--- src/rtl/tick_gen_pkg.sv ---
// tick_gen_pkg: shared defaults and helpers for the tick generator.
package tick_gen_pkg;

  localparam int CNT_W_DEF    = 16;
  localparam int DIV_INIT_DEF = 19;  // 20 MHz / (19+1) = 1 MHz tick

  typedef logic [CNT_W_DEF-1:0] cnt_t;

  // Width of a channel index; never narrower than one bit.
  function automatic int ch_w(input int n);
    return (n <= 1) ? 1 : $clog2(n);
  endfunction

endpackage

--- src/rtl/tick_gen_ch.sv ---
// tick_gen_ch: one tick channel -- divider register, down-counter, tick flop.
// Optional single-step support is compiled in with TICK_GEN_STEP_EN.
module tick_gen_ch #(
  parameter int          CNT_W    = 16,
  parameter int unsigned DIV_INIT = 19
) (
  input  logic             clk_i,
  input  logic             rst_ni,
  input  logic             wr_i,     // divider write targets this channel
  input  logic [CNT_W-1:0] wdata_i,
  input  logic             en_i,
  input  logic             sync_i,
`ifdef TICK_GEN_STEP_EN
  input  logic             step_i,
`endif
  output logic             tick_o
);

  localparam logic [CNT_W-1:0] INIT = CNT_W'(DIV_INIT);

  logic [CNT_W-1:0] div_q, div_d;
  logic [CNT_W-1:0] cnt_q, cnt_d;
  logic             tick_q, tick_d;
  logic [CNT_W-1:0] div_eff;  // divider as seen by a reload this cycle

  // Next-state: sync beats counting; a reload always picks up a same-cycle write.
  always_comb begin
    div_eff = wr_i ? wdata_i : div_q;
    div_d   = div_eff;
    cnt_d   = cnt_q;
    tick_d  = 1'b0;
    if (sync_i) begin
      cnt_d = div_eff;
    end else if (en_i) begin
      if (cnt_q == '0) begin
        tick_d = 1'b1;
        cnt_d  = div_eff;
      end else begin
        cnt_d = cnt_q - CNT_W'(1);
      end
    end else begin
      // Disabled: counter frozen, except that a write preloads it.
      if (wr_i) cnt_d = wdata_i;
`ifdef TICK_GEN_STEP_EN
      if (step_i) tick_d = 1'b1;
`endif
    end
  end

  // State registers; reset reloads the default rate at any point in a period.
  always_ff @(posedge clk_i or negedge rst_ni) begin
    if (!rst_ni) begin
      div_q  <= INIT;
      cnt_q  <= INIT;
      tick_q <= 1'b0;
    end else begin
      div_q  <= div_d;
      cnt_q  <= cnt_d;
      tick_q <= tick_d;
    end
  end

  assign tick_o = tick_q;

endmodule

--- src/rtl/tick_gen.sv ---
// tick_gen: multi-channel clock-enable strobe generator on CLOCK_20.
// Define TICK_GEN_STEP_EN to add the step_req single-step port.
module tick_gen
  import tick_gen_pkg::*;
#(
  parameter int          NUM_CH   = 4,
  parameter int          CNT_W    = CNT_W_DEF,
  parameter int unsigned DIV_INIT = DIV_INIT_DEF,
  localparam int         CH_W     = ch_w(NUM_CH)
) (
  input  logic              CLOCK_20,
  input  logic              RESET_N,
  input  logic              cfg_we,
  input  logic [CH_W-1:0]   cfg_ch,
  input  logic [CNT_W-1:0]  cfg_div,
  input  logic [NUM_CH-1:0] ch_en,
  input  logic              sync,
`ifdef TICK_GEN_STEP_EN
  input  logic [NUM_CH-1:0] step_req,
`endif
  output logic [NUM_CH-1:0] tick,
  output logic [NUM_CH-1:0] running
);

  logic [NUM_CH-1:0] wr_sel;
  logic [NUM_CH-1:0] running_q;

  // Write decode: indices with no matching channel select nothing, so
  // out-of-range writes are dropped.
  always_comb begin
    wr_sel = '0;
    for (int i = 0; i < NUM_CH; i++) begin
      if (cfg_we && (int'(cfg_ch) == i)) wr_sel[i] = 1'b1;
    end
  end

  // Registered copy of the channel enables.
  always_ff @(posedge CLOCK_20 or negedge RESET_N) begin
    if (!RESET_N) running_q <= '0;
    else          running_q <= ch_en;
  end

  assign running = running_q;

  for (genvar g = 0; g < NUM_CH; g++) begin : g_ch
    tick_gen_ch #(
      .CNT_W    (CNT_W),
      .DIV_INIT (DIV_INIT)
    ) u_ch (
      .clk_i   (CLOCK_20),
      .rst_ni  (RESET_N),
      .wr_i    (wr_sel[g]),
      .wdata_i (cfg_div),
      .en_i    (ch_en[g]),
      .sync_i  (sync),
`ifdef TICK_GEN_STEP_EN
      .step_i  (step_req[g]),
`endif
      .tick_o  (tick[g])
    );
  end

endmodule

--- config.mk ---
export PLATFORM = sky130hd
export DESIGN_NAME = tick_gen
export DESIGN_NICKNAME = d
export VERILOG_FILES = /design/src/rtl/tick_gen_pkg.sv /design/src/rtl/tick_gen_ch.sv /design/src/rtl/tick_gen.sv
export SDC_FILE = /design/constraint.sdc
export NUM_CORES = 1
export LEC_CHECK = 0
export CAP_MARGIN = 20
export CORE_AREA = 5 5 180 182
export CTS_CLUSTER_SIZE = 40
export DETAILED_ROUTE_END_ITERATION = 10
export DIE_AREA = 0 0 185 187
export PLACE_DENSITY = 0.5
export SYNTH_ARGS = -nofsm -noshare
export SYNTH_HDL_FRONTEND = slang
export SYNTH_SLANG_ARGS = --single-unit
--- constraint.sdc ---
create_clock -name CLOCK_20 -period 2.35 [get_ports CLOCK_20]
set_clock_uncertainty 0.1 [all_clocks]
set_input_delay 0.3525 -clock CLOCK_20 [delete_from_list [all_inputs] [get_ports CLOCK_20]]
set_output_delay 0.3525 -clock CLOCK_20 [all_outputs]
set_load 0.01 [all_outputs]
* Yosys cells after proc, flatten, opt, wreduce, memory -nomap -nowiden
Index checks and enable logic that the tools add are counted.
** Storage, ports and cells
- Register bits after elaboration :: 136
- Output and inout bits :: 8
- Word-level logic and storage cells :: 69
** Cells by class
- $add $sub $neg :: 4
- Equality and inequality tests :: 3
- Mux-type cells :: 36
- Reduce and logical (&&, ||, !) cells :: 13
** Operator list (count)
- $mux 16 :: 20
- $logic_not 16->1 :: 4
- $sub 16x1->16 const B :: 4
- $mux 1 :: 16
- $reduce_bool 3->1 :: 4
- $eq 2x2->1 const B :: 2
- $logic_and 1x1->1 :: 4
- $eq 2x1->1 const B :: 1
- $logic_not 2->1 :: 1

* Logic depth before layout (Yosys ltp)
Gate-level depths: netlist (run 1).
- Depth in word-level cells :: 7
- Gate-level depth with buffers :: 9

* By module
A second synthesis (run 1) with hierarchy kept.
** Unflattened totals
- Cell total of the unflattened synthesis :: 868
- Area total of the unflattened synthesis :: 8147.8 µm²
** Modules (own cells, without submodules)
- tick_gen_ch at g_ch[0].u_ch ... :: times used 2, cells each 228, area each 2067.0 µm², sequential area each 833.3 µm²
- tick_gen_ch at g_ch[2].u_ch ... :: times used 2, cells each 202, area each 1938.1 µm², sequential area each 833.3 µm²
- tick_gen :: times used 1, cells each 8, area each 137.6 µm², sequential area each 100.1 µm²

* Worst setup path after synthesis (run 1)
Ideal clock, no wire load.
- Path type :: register -> register
- From :: register g_ch[0].u_ch.cnt_q[3]
- To :: register g_ch[0].u_ch.cnt_q[2]
- Setup time :: 121 ps
- Data arrival time :: 1961 ps
- Data required time :: 2129 ps
- Slack :: 168 ps
- Cell stages (with the launch flop) :: 7
- Path buffers :: 1
- Path through :: dfrtp_1 -> or4_1 -> buf_2 -> nor4_4 -> a21oi_2 -> a221o_1 -> a22o_1
** On the way
- Longest elaborated chain between the ends :: 4
** Ends and longest elaborated chain
- from (decl) :: RTL line tick_gen_ch.sv:22 : logic [CNT_W-1:0] cnt_q, cnt_d;
- from (signal assigned) :: RTL line tick_gen_ch.sv:58 : cnt_q <= cnt_d;
- $logic_not 16->1 :: RTL line tick_gen_ch.sv:35 : if (cnt_q == '0) begin
- $mux 16 :: RTL line tick_gen_ch.sv:35
- $mux 16 :: RTL line tick_gen_ch.sv:34 : end else if (en_i) begin
- $mux 16 :: RTL line tick_gen_ch.sv:32 : if (sync_i) begin
No other way between the ends.
A chain may end at the register's enable or synchronous reset.

* Worst setup path after layout (run 1)
Same ends and word-level chain as after synthesis.

==> results.sh, run 1 <==
export IMPL_status="finished, final reports clean"
export IMPL_firstDrtPassIters=7
export IMPL_layout_nets=1020
export IMPL_criticalPathCategory="register to register"
export IMPL_multi_input_area_mm2=0.00376
export IMPL_cts_buffers=17
export IMPL_grt_total_usage=0.140
export IMPL_grt_pass1_vias=6860
export IMPL_drt_iter0_drc=524
export IMPL_worstPathArrival_ps=2470
export IMPL_insertedDiodeCount=0
export IMPL_seq_area_mm2=0.00343
export IMPL_seq_area_frac_synth=0.459
export IMPL_synth_seq_cells=136
export IMPL_synth_area_top_cells="dfrtp_1 (37%), nand2_1 (10%), dfstp_2 (8.4%), o21ai_0 (4.1%), nor2_1 (3.2%)"
export IMPL_drive_gt1_frac=0.201
export IMPL_core_region_area_mm2=0.0304
export IMPL_required_ps=2560
export IMPL_layout_common_cells="nand2_1 (201), dfrtp_1 (112), buf_4 (101)"
export IMPL_grt_pass1_wl_um=38400
export IMPL_setup_viol=0
export IMPL_cp_start_kind="register"
export IMPL_portBuffers=33
export IMPL_gp_congestion=0.808
export IMPL_routedWlPerCell_um=17.1
export IMPL_synthToLayoutAreaGrowth_pct=29.6
export IMPL_worst_slew_pin_slew_ps=537
export IMPL_critPathCaptureType="register"
export IMPL_fin_crit_ps=2260
export IMPL_die_y_um=187
export IMPL_hp_class="input port to async pin"
export IMPL_drc=0
export IMPL_synth_ff_type="dfrtp_1"
export IMPL_ys_warn_count=0
export IMPL_syn_mean_instance_area_um2=8.59
export IMPL_synth_nets=905
export IMPL_synthArstFlopShare=1.00
export IMPL_synth_top_cell_by_area="dfrtp_1"
export IMPL_layout_commonest_cell="nand2_1"
export IMPL_fin_hold_ws_ps=348
export IMPL_synth_top_area_share=0.374
export IMPL_grt_start_max_net_pins=51
export IMPL_hpwl_um=17200
export IMPL_stdcell_count=1395
export IMPL_placed_cells=1362
export IMPL_via_count=7003
export IMPL_period_share=0.962
export IMPL_dieWidth_um=185
export IMPL_grt_setup_unrepaired="false"
export IMPL_clock_latency_ps=430
export IMPL_synth_cells=871
export IMPL_ios=34
export IMPL_clock_sinks=136
export IMPL_fill_cells=3195
export IMPL_hold_violations=0
export IMPL_final_max_slew_viol_count=0
export IMPL_setup_tns_ps=0
export IMPL_die_area_mm2=0.0346
export IMPL_synth_edff_count=0
export IMPL_maxSlewHeadroom=0.641
export IMPL_synth_area_mm2=0.00748
export IMPL_regToRegEndpoint="g_ch[0].u_ch.cnt_q[2]$_DFFE_PN0P_"
export IMPL_powerDensity_mw_per_mm2=781
export IMPL_p_leak_nw=4.28
export IMPL_avgViaCountPerCell=5.02
export IMPL_yosysUniqueCellTypes=72
export IMPL_worstPathMaxFanout=3
export IMPL_postCtsSetupBuffers=0
export IMPL_grt_ovfl_total=0
export IMPL_r2r_cells=6
export IMPL_cts_htree_levels=4
export IMPL_max_freq_mhz=442
export IMPL_root_buffer="clkbuf_16"
export IMPL_clkTransAtPathRegs_ps=60
export IMPL_clock_path_buffers=2
export IMPL_r2r_setup_slack_ps=90
export IMPL_postRouteAntennaNets=0
export IMPL_r2r_start="g_ch[0].u_ch.cnt_q[3]$_DFFE_PN0P_"
export IMPL_initial_core_util=0.246
export IMPL_cap_violations=0
export IMPL_cts_tree="built"
export IMPL_peakVddDrop_mv=0.481
export IMPL_finalPower_mw=7.58
export IMPL_antenna_found_initial=0
export IMPL_num_rows=64
export IMPL_routed_wirelength_um=23900
[what timing repair did]
item | in CTS | in global routing
resized for setup | 0 | 4
endpoints found under the hold margin | 38 | 0
hold buffers | 1 | 0
setup endpoints to repair | 0 | 3
[Yosys cell counts, drive strengths merged, types with 6 or more instances]
library cell  instances
and3                  8
dfstp                24
a21oi                32
nand4                14
buf                  18
dfrtp               112
clkbuf               32
mux2                 13
ha                    8
nor4                 20
nand3                38
or4                   8
a22oi                 7
nand2               202
o211a                 7
o22ai                 7
a221o                 8
mux2i                 6
nor2                 63
or3                   6
o21ai                70
a22o                  6
inv                  20
a31oi                11
nor3                 35
o311a                11
[logic make-up after synthesis]
logic type,count (synthesis),synth area share
adders and majority gates,8,0.0134
AOI/OAI and AO/OA,203,0.185
and+or+nand+nor,425,0.264
DFF,136,0.459
xor gates and xnor gates,9,0.0105
muxes,19,0.0276
buffers and inverters,71,0.0413
[how the worst max path moves through the flow]
| stage | start | endpoint | slack [ps] |
|---|---|---|---|
| finish | g_ch[0].u_ch.cnt_q[3]$_DFFE_PN0P_ | g_ch[0].u_ch.cnt_q[2]$_DFFE_PN0P_ | 90 |
| global route | g_ch[2].u_ch.cnt_q[1]$_DFFE_PN1P_ | g_ch[2].u_ch.cnt_q[12]$_DFFE_PN0P_ | 20 |
| CTS | g_ch[0].u_ch.cnt_q[3]$_DFFE_PN0P_ | g_ch[0].u_ch.cnt_q[12]$_DFFE_PN0P_ | 70 |
| detailed placement | cfg_ch[1] | g_ch[0].u_ch.cnt_q[5]$_DFFE_PN0P_ | -20 |
| global placement | cfg_ch[1] | g_ch[0].u_ch.cnt_q[5]$_DFFE_PN0P_ | -3 |
| floorplan | g_ch[0].u_ch.cnt_q[3]$_DFFE_PN0P_ | g_ch[0].u_ch.cnt_q[2]$_DFFE_PN0P_ | 170 |
[power breakdown]
group	switching (mW)	internal [mW]	leakage, nW
Clock	1.09	1.73	0.289
Sequential	0.324	2.79	1.62
Combinational	0.887	0.757	2.37
[layer usage]
metal / track usage / vias to the layer above / share of wire / routed length, um
li1: - / 3379 / - / -
met1: 0.202 / 3431 / 0.49 / 11700
met2: 0.216 / 168 / 0.45 / 10800
met3: 0.0264 / 25 / 0.044 / 1040
met4: 0.0364 / 0 / 0.015 / 359
met5: 0 / - / 0 / 0
[area by class of cell]
class,count,area share
clock buffers,21,0.0475
clock inverters,11,0.0153
inverters,21,0.00813
multi-input cells,664,0.388
flip-flops and latches,136,0.354
well taps,396,0.0511
repair buffers,146,0.136
[sequential cells by signal, indices dropped and copies added, names as in the netlist]
name / count
g_ch.u_ch.cnt_q: 64
g_ch.u_ch.div_q: 64
running: 4
g_ch.u_ch.tick_o: 4
[through the flow]
stage | util | area (um^2) | setup WS (ps)
final | 0.319 | 9700 | 88.4
after global placement | 0.298 | 9060 | -3.33
after global routing | 0.319 | 9700 | 15.0
after detailed placement | 0.298 | 9060 | -17.4
after floorplan | - | 7480 | 168
after CTS | 0.318 | 9680 | 69.0
[worst max-delay path: stages, from the launching register on]
cell and delay, ps:
dfrtp_1 380, or4_1 640, nor4_4 270, buf_4 160, a21oi_2 70, a221o_1 300, a22o_1 230
(Power assumes the default switching activity.)
==> inputs of run 2 (changes only) <==
--- a/config.mk
+++ b/config.mk
@@ -6,11 +6,12 @@
 export NUM_CORES = 1
 export LEC_CHECK = 0
 export CAP_MARGIN = 20
-export CORE_AREA = 5 5 180 182
+export CORE_AREA = 5 5 164 198
 export CTS_CLUSTER_SIZE = 40
 export DETAILED_ROUTE_END_ITERATION = 10
-export DIE_AREA = 0 0 185 187
+export DIE_AREA = 0 0 169 203
 export PLACE_DENSITY = 0.5
+export REMOVE_ABC_BUFFERS = 1
 export SYNTH_ARGS = -nofsm -noshare
 export SYNTH_HDL_FRONTEND = slang
 export SYNTH_SLANG_ARGS = --single-unit
==> run 2 against run 1 <==
  * Maximum frequency increased by 1.5%
  * Count of clock-buffer cells in the layout increased by 2
  * Wire length decreased by 1.9%
  * Via count decreased by 1.9%
  * Die area decreased by 0.83%
  * Clock power increased by 2%
  * Utilization increased by 0.15 points
  * Cell area decreased by 0.25%
==> results.sh, run 2 (same netlist as run 1, synthesis figures left out) <==
export IMPL_core_region_area_mm2=0.0302
export IMPL_critPathCaptureType="register"
export IMPL_cts_tree="built"
export IMPL_fin_crit_ps=2230
export IMPL_gp_congestion=0.828
export IMPL_grt_total_usage=0.137
export IMPL_grt_pass1_vias=6736
export IMPL_layout_commonest_cell="nand2_1"
export IMPL_clock_latency_ps=430
export IMPL_initial_core_util=0.248
export IMPL_postRouteAntennaNets=0
export IMPL_cp_top_family="compound AO/OA/AOI/OAI gates"
export IMPL_period_share=0.948
export IMPL_grt_setup_unrepaired="true"
export IMPL_crit_slowest_cell="o21ai_1"
export IMPL_layout_common_cells="nand2_1 (202), dfrtp_1 (112), buf_4 (101)"
export IMPL_insertedDiodeCount=0
export IMPL_r2r_start="g_ch[1].u_ch.cnt_q[7]$_DFFE_PN0P_"
export IMPL_p_leak_nw=4.27
export IMPL_stdcell_count=1390
export IMPL_cts_htree_levels=4
export IMPL_hold_violations=0
export IMPL_peakVddDrop_mv=0.578
export IMPL_num_rows=70
export IMPL_die_y_um=203
export IMPL_dieWidth_um=169
export IMPL_regToRegEndpoint="g_ch[1].u_ch.cnt_q[14]$_DFFE_PN0P_"
export IMPL_firstDrtPassIters=5
export IMPL_fin_hold_ws_ps=294
export IMPL_grt_start_max_net_pins=43
export IMPL_max_stage_delay_ps=540
export IMPL_grt_pass1_wl_um=37400
export IMPL_drc=0
export IMPL_via_count=6868
export IMPL_worst_slack_ps=122
export IMPL_max_freq_mhz=449
export IMPL_cts_buffers=17
export IMPL_grt_ovfl_total=0
export IMPL_drive_gt1_frac=0.198
export IMPL_worst_slew_pin_slew_ps=563
export IMPL_r2r_setup_slack_ps=120
export IMPL_portBuffers=33
export IMPL_antenna_found_initial=0
export IMPL_die_area_mm2=0.0343
export IMPL_hp_class="input port to async pin"
export IMPL_cp_start_kind="register"
export IMPL_routedWlPerCell_um=16.9
export IMPL_post_dp_cell_area_mm2=0.00897
export IMPL_root_buffer="clkbuf_16"
export IMPL_routed_wirelength_um=23500
export IMPL_finalPower_mw=7.61
export IMPL_cap_violations=0
export IMPL_r2r_cells=5
export IMPL_final_util=0.320
export IMPL_clock_sinks=136
export IMPL_path_cells="nor4_2, nand4_1, o21ai_1, a211oi_1, a221o_1"
export IMPL_criticalPathCategory="register to register"
export IMPL_fin_area_mm2=0.00968
export IMPL_clock_path_buffers=2
export IMPL_synthToLayoutAreaGrowth_pct=29.3
export IMPL_cp_num_buf_inv=0
export IMPL_ios=34
export IMPL_worstPathMaxFanout=6
export IMPL_worstPathArrival_ps=2430
export IMPL_reg_top3="g_ch.u_ch.cnt_q: 64 flops, g_ch.u_ch.div_q: 64 flops"
export IMPL_layout_nets=1016
export IMPL_hpwl_um=17000
export IMPL_final_max_slew_viol_count=0
export IMPL_placed_cells=1356
export IMPL_setup_viol=0
export IMPL_drt_iter0_drc=319
export IMPL_setup_tns_ps=0
export IMPL_powerDensity_mw_per_mm2=787
export IMPL_required_ps=2560
export IMPL_status="finished, final reports clean"
export IMPL_dp_slack_ps=-127
export IMPL_avgViaCountPerCell=4.94
export IMPL_maxSlewHeadroom=0.622
export IMPL_clkTransAtPathRegs_ps=70
[run 2: area by class of cell]
type                            count  area, um^2
Clock inverter                      8         145
Timing Repair Buffer              142        1240
Inverter                           21        78.8
Clock buffer                       23         478
Fill cell                        3142       20500
Sequential cell                   136        3430
Multi-Input combinational cell    664        3810
Tap cell                          396         495
[run 2: worst max path at each step]
stage | startpoint | endpoint | cells past startpoint
finish | g_ch[1].u_ch.cnt_q[7]$_DFFE_PN0P_ | g_ch[1].u_ch.cnt_q[14]$_DFFE_PN0P_ | 5
global route | g_ch[1].u_ch.cnt_q[1]$_DFFE_PN1P_ | g_ch[1].u_ch.cnt_q[14]$_DFFE_PN0P_ | 7
CTS | g_ch[1].u_ch.cnt_q[0]$_DFFE_PN1P_ | g_ch[1].u_ch.cnt_q[10]$_DFFE_PN0P_ | 8
detailed placement | sync | g_ch[2].u_ch.cnt_q[9]$_DFFE_PN0P_ | 8
global placement | sync | g_ch[2].u_ch.cnt_q[9]$_DFFE_PN0P_ | 8
floorplan | cfg_ch[0] | g_ch[0].u_ch.cnt_q[2]$_DFFE_PN0P_ | 4
[run 2: worst register-to-register path: cells and delay by family (launching register included)]
family             cells  cell delay (ps)
and+or+nand+nor        2              710
DFF                    1              390
AOI/OAI and AO/OA      3              900
[run 2: what timing repair did]
item | CTS | global route
buffers inserted | 0 | 2
hold buffers | 1 | 0
hold endpoints to repair | 26 | 0
resized for setup | 1 | 9
endpoints found under the setup margin | 1 | 14
pin swaps | 0 | 1
[run 2: power breakdown]
part	total [mW]	leakage [nW]	internal (mW)	switching, mW
Sequential	3.11	1.62	2.79	0.322
Clock	2.87	0.299	1.85	1.02
Combinational	1.63	2.35	0.740	0.890
[run 2: per-layer routing]
layer	track usage	routed length [um]	share of wire	up-vias
li1	-	-	-	3375
met1	0.179	10700	0.46	3345
met4	0.0408	427	0.018	0
met5	0	0	0	-
met2	0.232	11500	0.49	117
met3	0.0253	833	0.036	31
==> inputs of run 3 (changes only) <==
--- a/config.mk
+++ b/config.mk
@@ -10,7 +10,7 @@
 export CTS_CLUSTER_SIZE = 40
 export DETAILED_ROUTE_END_ITERATION = 10
 export DIE_AREA = 0 0 169 203
-export PLACE_DENSITY = 0.5
+export PLACE_DENSITY = 0.4
 export REMOVE_ABC_BUFFERS = 1
 export SYNTH_ARGS = -nofsm -noshare
 export SYNTH_HDL_FRONTEND = slang
==> run 3 against run 2 <==
  * Combinational power increased by 6%
  * First-iteration DRC count shrank 6.6%
  * Worst hold slack improved by 38 ps
  * Sequential share of layout area is 0.41 points lower
  * Die area unchanged
  * Sequential power barely moved
  * Clock power down 3%
  * Power shrank 0.49%
  * Cell area rose by 1.2%
  * Wire length rose by 6.0%
  * Critical endpoint is now g_ch[2].u_ch.cnt_q[13]$_DFFE_PN0P_
  * Largest power group unchanged
==> results.sh, run 3 (same netlist as run 1, synthesis figures left out) <==
export IMPL_via_count=6945
export IMPL_grt_ovfl_total=0
export IMPL_firstDrtPassIters=5
export IMPL_r2r_setup_slack_ps=120
export IMPL_fin_crit_ps=2230
export IMPL_worstPathMaxFanout=5
export IMPL_layout_common_cells="nand2_1 (202), buf_4 (115), dfrtp_1 (112)"
export IMPL_postCtsSetupBuffers=0
export IMPL_clock_path_buffers=2
export IMPL_worst_slew_pin_slew_ps=510
export IMPL_layout_commonest_cell="nand2_1"
export IMPL_drc=0
export IMPL_setup_tns_ps=0
export IMPL_grt_total_usage=0.147
export IMPL_grt_pass1_vias=6904
export IMPL_peakVddDrop_mv=0.455
export IMPL_clock_latency_ps=430
export IMPL_die_y_um=203
export IMPL_avgViaCountPerCell=4.93
export IMPL_drt_iter0_drc=298
export IMPL_layout_nets=1033
export IMPL_stdcell_count=1408
export IMPL_routedWlPerCell_um=17.7
export IMPL_cts_buffers=17
export IMPL_worstPathArrival_ps=2440
export IMPL_period_share=0.949
export IMPL_initial_core_util=0.248
export IMPL_ios=34
export IMPL_r2r_cells=9
export IMPL_grt_start_max_net_pins=48
export IMPL_synthToLayoutAreaGrowth_pct=30.8
export IMPL_p_leak_nw=4.34
export IMPL_max_freq_mhz=448
export IMPL_crit_slowest_cell="dfstp_2"
export IMPL_regToRegEndpoint="g_ch[2].u_ch.cnt_q[13]$_DFFE_PN0P_"
export IMPL_hold_violations=0
export IMPL_fin_hold_ws_ps=332
export IMPL_cap_violations=0
export IMPL_path_cells="inv_1, ha_1, nor4b_1, buf_4, a41o_1, buf_4, a21oi_1, nor2_1, o221a_2"
export IMPL_r2r_start="g_ch[2].u_ch.cnt_q[0]$_DFFE_PN1P_"
export IMPL_hpwl_um=18100
export IMPL_num_rows=70
export IMPL_required_ps=2560
export IMPL_cts_tree="built"
export IMPL_antenna_found_initial=0
export IMPL_grt_pass1_wl_um=39600
export IMPL_setup_viol=0
export IMPL_criticalPathCategory="register to register"
export IMPL_cts_htree_levels=4
export IMPL_status="finished, final reports clean"
export IMPL_insertedDiodeCount=0
export IMPL_dieWidth_um=169
export IMPL_reg_top3="g_ch.u_ch.cnt_q: 64 flops, g_ch.u_ch.div_q: 64 flops"
export IMPL_maxSlewHeadroom=0.659
export IMPL_cp_top_family="compound AO/OA/AOI/OAI gates"
export IMPL_critPathCaptureType="register"
export IMPL_portBuffers=33
export IMPL_powerDensity_mw_per_mm2=774
export IMPL_die_area_mm2=0.0343
export IMPL_gp_congestion=0.794
export IMPL_cp_num_buf_inv=3
export IMPL_clkTransAtPathRegs_ps=60
export IMPL_crit_top_cell="buf_4"
export IMPL_final_max_slew_viol_count=0
export IMPL_routed_wirelength_um=24900
export IMPL_hp_class="input port to async pin"
export IMPL_max_stage_delay_ps=560
export IMPL_postRouteAntennaNets=0
export IMPL_root_buffer="clkbuf_16"
export IMPL_grt_setup_unrepaired="false"
export IMPL_drive_gt1_frac=0.216
export IMPL_clock_sinks=136
export IMPL_placed_cells=1375
export IMPL_cp_start_kind="register"
export IMPL_core_region_area_mm2=0.0302
-- run 3: cell count changes in the layout (fill, tap and decap cells not counted), sizes merged --
cell	previous run	this run
buf	109	126
clkinv	3	8
bufinv	4	2
clkbuf	23	21
-- run 3: routing by layer --
metal / track usage / wire (um) / part of all wire
met5: 0 / 0 / 0
met4: 0.0477 / 504 / 0.020
met3: 0.0257 / 741 / 0.030
met2: 0.244 / 11900 / 0.48
met1: 0.194 / 11700 / 0.47
-- run 3: what timing repair did --
item                                    CTS  global route
hold endpoints to repair                 32             0
resized for setup                         1             9
pin swaps                                 0             0
endpoints found under the setup margin    1            13
cloned                                    0             0
hold buffers                              1             0
-- run 3: stage by stage --
| stage | setup slack (ps) | area, um^2 | util | power, mW |
|---|---|---|---|---|
| 2_1_floorplan | -225 | 7250 | - | 4.02 |
| 3_3_place_gp | -171 | 9140 | 0.302 | 4.84 |
| 3_5_place_dp | -167 | 9140 | 0.302 | 4.84 |
| 4_1_cts | 68.6 | 9750 | 0.323 | 7.68 |
| 5_1_grt | 0.341 | 9790 | 0.324 | 8.00 |
| 6_report | 120 | 9790 | 0.324 | 7.57 |
-- run 3: how the worst max path moves through the flow --
| stage | endpoint | depth (start not counted) | slack [ps] | from |
|---|---|---|---|---|
| global placement | g_ch[0].u_ch.cnt_q[11]$_DFFE_PN0P_ | 5 | -170 | cfg_we |
| global route | g_ch[2].u_ch.cnt_q[5]$_DFFE_PN0P_ | 9 | 0.3 | g_ch[2].u_ch.cnt_q[0]$_DFFE_PN1P_ |
| floorplan | g_ch[0].u_ch.cnt_q[2]$_DFFE_PN0P_ | 4 | -220 | cfg_ch[0] |
| CTS | g_ch[0].u_ch.cnt_q[12]$_DFFE_PN0P_ | 7 | 70 | g_ch[0].u_ch.cnt_q[3]$_DFFE_PN0P_ |
| detailed placement | g_ch[0].u_ch.cnt_q[11]$_DFFE_PN0P_ | 5 | -170 | cfg_we |
| finish | g_ch[2].u_ch.cnt_q[13]$_DFFE_PN0P_ | 9 | 120 | g_ch[2].u_ch.cnt_q[0]$_DFFE_PN1P_ |
-- run 3: cell type report --
class	instances	area [um^2]
clock inverters	11	121
flip-flops and latches	136	3430
multi-input cells	664	3780
well taps	396	495
fillers	3186	20400
repair buffers	159	1400
inverters	21	78.8
clock buffers	21	480
-- run 3: power breakdown --
part,switching [mW],internal [mW],total (mW)
sequential,0.305,2.79,3.09
combinational,0.921,0.794,1.72
clock,1.09,1.67,2.77
